## src/rtl/shift_arbiter.sv

```systemverilog
// shift_arbiter: one 32-bit shift unit (SLL/SRL/ROTL/SRA) shared by two
// requesters with round-robin grant. A result is held until its owner takes it.
module shift_arbiter #(
    parameter int WIDTH = 32,
    parameter int SHW   = 5
) (
    input  logic             clk,
    input  logic             rst_n,
    input  logic             req0_valid,
    output logic             req0_ready,
    input  logic [1:0]       req0_op,
    input  logic [WIDTH-1:0] req0_rt,
    input  logic [SHW-1:0]   req0_shamt,
    output logic             resp0_valid,
    input  logic             resp0_ready,
    output logic [WIDTH-1:0] resp0_rd,
    input  logic             req1_valid,
    output logic             req1_ready,
    input  logic [1:0]       req1_op,
    input  logic [WIDTH-1:0] req1_rt,
    input  logic [SHW-1:0]   req1_shamt,
    output logic             resp1_valid,
    input  logic             resp1_ready,
    output logic [WIDTH-1:0] resp1_rd,
    output logic             busy
);

    typedef enum logic {
        IDLE = 1'b0,
        RESP = 1'b1
    } state_t;

    state_t           state;
    logic             prio;
    logic             owner;
    logic [WIDTH-1:0] result;

    logic             gnt;
    logic             gnt_valid;
    logic [1:0]       sel_op;
    logic [WIDTH-1:0] sel_rt;
    logic [SHW-1:0]   sel_shamt;
    logic             owner_ready;

    // Shift unit. ROTL takes the upper half of the doubled operand shifted left,
    // so bits leaving the MSB reappear at bit 0 without a separate right shift.
    function automatic logic [WIDTH-1:0] do_shift(input logic [1:0]       op,
                                                  input logic [WIDTH-1:0] rt,
                                                  input logic [SHW-1:0]   sh);
        logic signed [WIDTH-1:0] srt;
        logic [2*WIDTH-1:0]      dbl;
        srt = rt;
        dbl = {rt, rt} << sh;
        case (op)
            2'b00:   return rt << sh;
            2'b01:   return rt >> sh;
            2'b10:   return dbl[2*WIDTH-1:WIDTH];
            default: return srt >>> sh;
        endcase
    endfunction

    // Grant selection: a lone requester wins outright, a tie goes to prio.
    // Held off while in reset so nothing looks accepted on a reset edge.
    always_comb begin
        gnt       = (req0_valid && req1_valid) ? prio : req1_valid;
        gnt_valid = rst_n && (state == IDLE) && (req0_valid || req1_valid);
        sel_op    = gnt ? req1_op    : req0_op;
        sel_rt    = gnt ? req1_rt    : req0_rt;
        sel_shamt = gnt ? req1_shamt : req0_shamt;
    end

    assign req0_ready  = gnt_valid && !gnt;
    assign req1_ready  = gnt_valid && gnt;
    assign owner_ready = owner ? resp1_ready : resp0_ready;
    assign resp0_rd    = resp0_valid ? result : '0;
    assign resp1_rd    = resp1_valid ? result : '0;

    // Arbitration FSM: capture the shifted result on a grant, release it when
    // the owner accepts; prio moves to the other requester on each completion.
    always_ff @(posedge clk) begin
        if (!rst_n) begin
            state       <= IDLE;
            prio        <= 1'b0;
            owner       <= 1'b0;
            result      <= '0;
            busy        <= 1'b0;
            resp0_valid <= 1'b0;
            resp1_valid <= 1'b0;
        end else begin
            case (state)
                IDLE: begin
                    if (gnt_valid) begin
                        result      <= do_shift(sel_op, sel_rt, sel_shamt);
                        owner       <= gnt;
                        state       <= RESP;
                        busy        <= 1'b1;
                        resp0_valid <= !gnt;
                        resp1_valid <= gnt;
                    end
                end
                default: begin
                    if (owner_ready) begin
                        state       <= IDLE;
                        prio        <= ~owner;
                        busy        <= 1'b0;
                        resp0_valid <= 1'b0;
                        resp1_valid <= 1'b0;
                    end
                end
            endcase
        end
    end

endmodule

```

## config.mk

```make
export PLATFORM = sky130hd
export DESIGN_NAME = shift_arbiter
export DESIGN_NICKNAME = d
export VERILOG_FILES = /design/src/rtl/shift_arbiter.sv
export SDC_FILE = /design/constraint.sdc
export NUM_CORES = 1
export LEC_CHECK = 0
export CAP_MARGIN = 40
export CORE_MARGIN = 2
export CORE_UTILIZATION = 45
export CTS_BUF_LIST = sky130_fd_sc_hd__clkbuf_2 sky130_fd_sc_hd__clkbuf_4 sky130_fd_sc_hd__clkbuf_8
export DETAILED_ROUTE_END_ITERATION = 10
export DONT_BUFFER_PORTS = 1
export SLEW_MARGIN = 20
export SYNTH_ARGS = -nofsm -noshare
export SYNTH_HDL_FRONTEND = slang
export SYNTH_SLANG_ARGS = --single-unit
```

## constraint.sdc

```tcl
create_clock -name clk -period 2.7 [get_ports clk]
set_input_delay 0.54 -clock clk [delete_from_list [all_inputs] [get_ports clk]]
set_output_delay 0.54 -clock clk [all_outputs]
set_load 0.03 [all_outputs]
```

==> impl.org, run 1 <==
** Run status
- Result of the run :: complete, no violations

** Critical path
- CP max FO :: 12
- For this run, the slowest stage of the critical path takes 0.52 ns.
- Worst Path Arrival :: 2.86 ns
- Ordered list of cells on the worst path :: nor2b_2 -> buf_12 -> o21ai_2 -> buf_6 -> buf_4 -> o221ai_1 -> o31a_1 -> a21oi_1 -> a221o_2 -> a221oi_2 -> nor3_1
- The worst register-to-register path ends at result[0]$_SDFFE_PN0P_.
- Grouping stages by cell kind, the critical path spends the most delay in compound AO/OA/AOI/OAI gates.
- The slowest stage of the critical path belongs to the cell sky130_fd_sc_hd__a221o_2.
- R2R depth :: 11
- Critical path endpoint category :: flip-flop
- The worst register-to-register path has a setup slack of 0.04 ns.
- Nature of the critical path startpoint :: flip-flop
- Required time worst endpoint :: 2.90 ns
- Reg2reg start :: prio$_SDFFE_PN0P_
- Buffers plus inverters on the worst setup path :: 3
- The critical path is of the reg2reg type.
- Critical Path Stages :: 11

** Final layout
- Leading cell type in the layout, fill and taps excluded :: sky130_fd_sc_hd__buf_4
- 0 antenna diodes ended up in the layout.
- Multi-input combinational cell area :: 7520 µm²
- The library cells used most frequently in the layout, excluding fill and tap cells, are sky130_fd_sc_hd__buf_4, sky130_fd_sc_hd__o21ai_0, sky130_fd_sc_hd__mux2i_1, sky130_fd_sc_hd__nand2_1, sky130_fd_sc_hd__nor2_1.
- Fraction of layout instances using a drive strength above 1 :: 0.335
- Flip-flop and latch area :: 762 µm²
- Fin area :: 11200 µm²
- Once layout is complete, the cells apart from fillers number 1603.
- The final layout contains 1452 nets.
- Growth of design area from synthesis to finish :: 30.0%
- After filler insertion, the fill cell instance count of the layout stands at 1816.

** Detailed routing
- In the routed design, unresolved DRC markers number 0.
- Dividing the detail-routed wire length by the instance count gives 29.2 µm.
- Via-to-Cell Ratio :: 7.26
- Once detail routing completed, the nets flagged for antenna violations numbered 0.
- DRC marker count from the first detailed-route iteration :: 1511
- The first TritonRoute pass finished after 6 iterations.
- Routed WL :: 46.8 mm
- Summing over every cut layer, the via total after detailed routing is 11600.

** Placed design
- Counting tap cells, the placed design contains a total of 1593 instances.
- Half-perimeter wire length after placement :: 37.0 mm
- Placed cell area :: 10800 µm²
- Number of I/O port buffers :: 0
- At the end of routability-driven placement, the weighted congestion stood at 1.07.

** Global routing
- Entering global routing, the biggest net connects 84 pins.
- Vias in the first global route :: 10600
- Antenna violations before repair :: 0
- GRT Total Usage :: 0.447
- The first global-routing pass estimated 68.4 mm of wire.
- Summed over all layers, the global routing overflow is 0.

** Floorplan
- Row generation in the floorplan step produced 50 rows.
- Num ports :: 153
- Die Y-Extent :: 142 µm
- The region available for standard cell placement spans 18800 µm².
- The die covers 20300 µm².
- Horizontal die dimension :: 142 µm
- For this configuration, the core starts out at a cell density of 0.459.

** Pwr
- Internal power :: 2.30 mW
- In this run the static leakage power is 4.63 nW.
- The share of total power dissipated in the clock network is 0.101.
- Switching power :: 2.18 mW
- IR analysis of the VDD net gives a maximum drop of 0.172 mV.
- Power density over cell area :: 400 nW/µm²
- Of the total power, the share spent switching nets is 0.487.
- Sequential power share :: 0.156
- Combinational fraction of design power :: 0.742

** STA
- Measured against its own limit, the worst slew margin works out to 0.497.
- Based on the critical path, the design can be clocked at up to 376 MHz.
- Number of setup violations in the final report :: 0
- At the pin with the least slew margin, the transition time is 0.746 ns.
- On the final layout, the worst clock skew is 0.00220 ns.
- Final count of hold timing violations :: 0
- Setup repair after global routing could not meet its margin everywhere.
- Clock period minus final worst setup slack :: 2.66 ns
- Max-slew violation count :: 0
- In the finished design, the share of the clock period the worst path needs comes to 0.986.
- Final Hold Slack :: 0.373 ns

** Synthesis
- Yosys attributes the largest share of cell area to sky130_fd_sc_hd__mux2i_1, sky130_fd_sc_hd__dfxtp_1, sky130_fd_sc_hd__o21ai_0, sky130_fd_sc_hd__mux2_2, sky130_fd_sc_hd__and2_1.
- Counting flops with a built-in enable in the synthesized netlist gives 0.
- Library cell occupying the most area in the post-synthesis netlist :: sky130_fd_sc_hd__mux2i_1
- Flip-flop and latch count after synthesis :: 38
- Yosys mapped the design onto 82 distinct sky130hd cell types.
- Async set-or-reset flop fraction in the synthesized netlist :: 0
- Of the post-synthesis cell area, the dominant cell type holds 0.115.
- For this run, the leading register cell type out of synthesis is sky130_fd_sc_hd__dfxtp_1.
- Nets in the synthesized netlist :: 1270
- Cell area after technology mapping :: 8620 µm²
- For this run, the register share of the synthesized area comes to 0.0882.
- Yosys printed 0 warnings.
- A synthesized cell averages 7.27 µm².
- Cells after synthesis :: 1186

** CTS
- Number of buffers added by the clock tree synthesis step :: 5
- The clock net in this run drives a total of 38 sinks.
- Clock slew at reported path FFs :: 0.08 ns
- Number of buffers on the longest clock path :: 2
- Number of hold buffers added after CTS :: 0
- The tree is rooted in a sky130_fd_sc_hd__clkbuf_8.
- TritonCTS clock tree :: yes
- The H-tree generated during clock tree synthesis spans 2 levels.
- The clock reaches the later pin of the worst-skew pair after 0.31 ns.

** Worst hold path
- Number of cells on the worst hold path :: 2
- The tightest min-delay check is of the in2reg type.
- In this run the most critical hold path is launched from rst_n.
- The path with the worst hold slack has its endpoint at result[1]$_SDFFE_PN0P_.

** Flow run
- Across the run, the number of max-cap violations was 0.
[kinds of logic (layout without fill, tap and decap cells)]
group,count (synthesis),after routing,share of synthesized area
mux,176,176,0.245
compound gates,464,464,0.373
flops,38,38,0.0882
buf+inv,135,318,0.0781
simple gates,373,373,0.216
[repair_timing]
action | in CTS | in global routing
buffers inserted | 0 | 1
pin swaps | 1 | 13
endpoints found under the hold margin | 0 | 0
resized for setup | 22 | 65
setup endpoints to repair | 30 | 30
[per-stage QoR]
stage                      TNS, ns   util  setup slack [ns]  power, mW
after floorplan                  0      -            0.0773       2.39
after global placement       -6.65  0.573            -0.413       3.77
after detailed placement     -6.65  0.573            -0.365       3.77
after CTS                 -0.00530  0.582          -0.00530       4.25
after global routing        -0.167  0.597           -0.0607       4.65
final                            0  0.597            0.0376       4.48
[cells in the mapped netlist (all sizes together), types with 7 or more instances]
master and n:
o31ai 13, o21ai 139, nor2b 13, nor2 80, buf 84, dfxtp 38
nand4 15, inv 12, and3 8, o211a 7, o211ai 40, nand2 84
nor4 7, a21o 8, a211o 7, a2111oi 7, a31oi 20, a311oi 8
nand3 44, a21oi 58, nor3 28, o22ai 12, nand2b 10, clkbuf 39
mux2 54, mux4 20, and2 71, o221ai 20, o2111ai 11, a211oi 32
mux2i 102, a221o 8, a221oi 21
[flip-flops by register name, summed over array words and instances, names as in the netlist]
| signal | cells |
|---|---|
| resp0_valid | 1 |
| result | 32 |
| state | 1 |
| prio | 1 |
| busy | 1 |
| resp1_valid | 1 |
| owner | 1 |
[cell type report]
class / count / share of cell area
timing repair buffer: 298 / 0.222
clock inverter: 1 / 0.000447
clock buffer: 7 / 0.00804
multi-input combinational: 1013 / 0.671
sequential: 38 / 0.0680
inverter: 12 / 0.00402
tap: 234 / 0.0261
[power by group through the flow]
stage          Sequential (mW)  Clock [mW]  Combinational, mW
2_1_floorplan            0.687           0               1.70
3_3_place_gp             0.711           0               3.06
3_5_place_dp             0.715           0               3.05
4_1_cts                  0.703       0.454               3.10
5_1_grt                  0.705       0.480               3.47
6_report                 0.699       0.455               3.33
[routing by layer]
layer	global-route usage	vias to the layer above	wire length, µm
met2	0.681	963	20100
li1	-	5012	-
met1	0.623	5522	18700
met5	0	-	0
met4	0.148	0	1820
met3	0.100	140	6220
[worst max-delay path by stage]
stage / from / end / slack (ns)
final: prio$_SDFFE_PN0P_ / result[0]$_SDFFE_PN0P_ / 0.04
after global routing: prio$_SDFFE_PN0P_ / result[0]$_SDFFE_PN0P_ / -0.06
after CTS: prio$_SDFFE_PN0P_ / result[16]$_SDFFE_PN0P_ / -0.005
after detailed placement: req0_valid / result[16]$_SDFFE_PN0P_ / -0.37
after global placement: req0_valid / result[16]$_SDFFE_PN0P_ / -0.41
after floorplan: req1_shamt[1] / result[1]$_SDFFE_PN0P_ / 0.08
Note: power is estimated with default switching activity, not from simulation.
==> run 2: changes to the inputs <==
- CORE_UTILIZATION: 45 -> 35
==> run 2 against run 1 <==
Die area increased by 28%. Combinational power decreased by 4%. Routed wire length decreased by 4.2%. Critical path type unchanged. Largest cell class unchanged. Largest power group unchanged.
==> impl.org, run 2 (same netlist as run 1, synthesis figures left out) <==
** Final layout
- Leading cell type in the layout, fill and taps excluded :: sky130_fd_sc_hd__buf_4
- More flip-flops sit in one register than any other, and that register is result.
- The antenna cell count is 0 (unchanged).
- Number of flip-flops under the largest register name :: 32 (unchanged)
- Top library cells by usage in the layout, fill and taps aside :: sky130_fd_sc_hd__buf_4, sky130_fd_sc_hd__o21ai_0, sky130_fd_sc_hd__mux2i_1, sky130_fd_sc_hd__nand2_1, sky130_fd_sc_hd__nor2_1
- Number of nets in the finished design :: 1456 (+0.28%)
- Compared with the post-synthesis result, the final layout area differs by 29.3%.
- The proportion of layout cells with a drive suffix above 1 came to 0.329 (-0.00534).

** CTS
- Number of sinks handled by clock tree synthesis :: 38 (unchanged)
- Number of buffers on the longest clock path :: 2 (unchanged)
- CTS placed an instance of sky130_fd_sc_hd__clkbuf_8 at the clock tree root.
- The number of buffers created by CTS came to 5 (unchanged).
- TritonCTS built the clock tree.
- Clock slew at reported path FFs :: 0.10 ns (+0.02 ns)
- Worst-skew pair later-pin latency :: 0.32 ns (about the same)
- The H-tree depth is 2 (unchanged).

** Critical path
- Worst Path Arrival :: 2.87 ns (about the same)
- The worst register-to-register path begins at prio$_SDFFE_PN0P_.
- In this run the critical register-to-register path is captured at result[5]$_SDFFE_PN0P_.
- By startpoint and endpoint, the worst setup path is classified as reg2reg.
- R2R depth :: 12 (+1)
- The largest fanout on the critical path came to 16 (+4).
- Minimum setup slack among reg-to-reg paths :: 0.04 ns (about the same)
- Required time worst endpoint :: 2.90 ns (about the same)
- STA classifies the critical path startpoint as a flip-flop.
- The worst setup path is captured at a flip-flop.

** STA
- The measured slew at the worst slew-check pin came to 0.816 ns (+0.0696 ns).
- Worst max-slew margin expressed relative to the limit :: 0.455 (-0.0419)
- The number of max-slew violations in the final report is 0 (unchanged).
- Summed negative setup slack over all endpoints :: 0 ns (unchanged)
- Number of setup violations in the final report :: 0 (unchanged)
- Setup repair after global routing could not meet its margin everywhere.
- Final critical-path share of the clock period :: 0.985 (about the same)
- The final-layout worst hold slack was 0.361 ns (-0.0121 ns).
- Maximum frequency from static timing analysis :: 376 MHz (about the same)
- Final count of hold timing violations :: 0 (unchanged)
- Clock period minus final worst setup slack :: 2.66 ns (-0.00182 ns)
- The post-route clock skew came to 0.0145 ns (+0.0123 ns).

** Flow run
- The max-capacitance violation count is 0 (unchanged).

** Detailed routing
- DRC marker count from the first detailed-route iteration :: 1581 (+4.6%)
- Routed WL :: 44.9 mm (-4.2%)
- The detailed-routing iteration count for the pre-antenna-repair pass was 6 (unchanged).
- Post-DR wirelength/cell :: 26.5 µm (-9.5%)
- Remaining design rule violation count :: 0 (unchanged)
- Vias :: 11300 (-3.0%)
- Post-route antenna net violation count :: 0 (unchanged)
- Via-to-Cell Ratio :: 6.65 (-8.4%)

** Floorplan
- FP Rows :: 57 (+14%)
- Die area :: 25900 µm² (+28%)
- Starting density of the core :: 0.356 (-0.104)
- The die width came to 161 µm (+13%).
- The core area was 24200 µm² (+29%).
- Die Y-Extent :: 161 µm (+13%)
- Num ports :: 153 (unchanged)

** Run status
- Result of the run :: complete, no violations

** Worst hold path
- The worst hold path begins at rst_n.
- Hold worst-path end :: result[19]$_SDFFE_PN0P_
- In this run the worst hold path is classified as in2reg.
- Number of cells on the worst hold path :: 2 (unchanged)

** Pwr
- The static power due to leakage came to 4.58 nW (-1.0%).
- The cell area power density was 397 nW/µm² (-0.71%).
- Largest voltage drop on the vdd net :: 0.221 mV (+29%)

** Global routing
- The number of antenna violations at the first check in global routing is 0 (unchanged).
- The number of global-route vias before repair was 10500 (-1.8%).
- GRT Total Usage :: 0.330 (-0.116)
- Maximum number of pins on one net before global-route repair :: 84 (unchanged)
- Global-route wire length before repair :: 65.8 mm (-3.8%)
- Grt total ovfl :: 0 (unchanged)

** Placed design
- The final estimated routing congestion in global placement is 1.07 (-0.20%).
- Number of I/O port buffers :: 0 (unchanged)
- The HPWL after detailed placement was 36.3 mm (-1.9%).
[run 2: metal layers]
metal / track usage / share of wire / up-vias
li1: - / - / 5013
met1: 0.432 / 0.40 / 5305
met2: 0.528 / 0.44 / 822
met3: 0.0728 / 0.11 / 144
met4: 0.131 / 0.049 / 0
met5: 0 / 0 / -
[run 2: final cells by class]
class,instances,area (µm²)
Fill cell,2467,13100
Clock inverter,3,45.0
Inverter,12,45.0
Sequential cell,38,762
Multi-Input combinational cell,1013,7400
Tap cell,324,405
Clock buffer,5,68.8
Timing Repair Buffer,302,2420
[run 2: critical path, stage by stage, from the launching register on]
cell and delay [ns]:
sky130_fd_sc_hd__dfxtp_2 0.38, sky130_fd_sc_hd__nand2b_4 0.18, sky130_fd_sc_hd__buf_4 0.16, sky130_fd_sc_hd__nand3_1 0.11, sky130_fd_sc_hd__buf_4 0.15, sky130_fd_sc_hd__nand2_1 0.09
sky130_fd_sc_hd__buf_6 0.20, sky130_fd_sc_hd__buf_4 0.20, sky130_fd_sc_hd__nand2_2 0.12, sky130_fd_sc_hd__o211ai_1 0.33, sky130_fd_sc_hd__a2bb2oi_1 0.11, sky130_fd_sc_hd__and3_1 0.19
sky130_fd_sc_hd__a2111oi_2 0.33
[run 2: worst max path at each step]
stage / start / to / slack, ns
finish: prio$_SDFFE_PN0P_ / result[5]$_SDFFE_PN0P_ / 0.04
global route: prio$_SDFFE_PN0P_ / result[11]$_SDFFE_PN0P_ / -0.06
CTS: prio$_SDFFE_PN0P_ / result[5]$_SDFFE_PN0P_ / 0.007
detailed placement: req0_valid / result[5]$_SDFFE_PN0P_ / -0.36
global placement: req0_valid / result[11]$_SDFFE_PN0P_ / -0.36
floorplan: req1_shamt[1] / result[1]$_SDFFE_PN0P_ / 0.08
[run 2: what timing repair did]
item	CTS	global route
setup endpoints to repair	22	30
hold buffers	0	0
hold endpoints to repair	0	0
resized for setup	13	48
pin swaps	1	3
setup buffers	0	2
cloned	0	0
[run 2: metrics by stage]
stage / power, mW / setup WS, ns / area (µm²) / std cells / util
final: 4.42 / 0.0394 / 11100 / 1697 / 0.460
after global routing: 4.60 / -0.0554 / 11100 / 1697 / 0.460
after CTS: 4.26 / 0.00695 / 11000 / 1695 / 0.453
after detailed placement: 3.73 / -0.363 / 10800 / 1687 / 0.446
after global placement: 3.72 / -0.363 / 10800 / 1687 / 0.446
after floorplan: 2.39 / 0.0773 / 8620 / 1186 / -
[run 2: power breakdown]
| group | internal [mW] | total (mW) | switching [mW] |
|---|---|---|---|
| sequential | 0.633 | 0.717 | 0.0843 |
| combinational | 1.41 | 3.20 | 1.79 |
| clock | 0.275 | 0.510 | 0.235 |
| total | 2.31 | 4.42 | 2.11 |
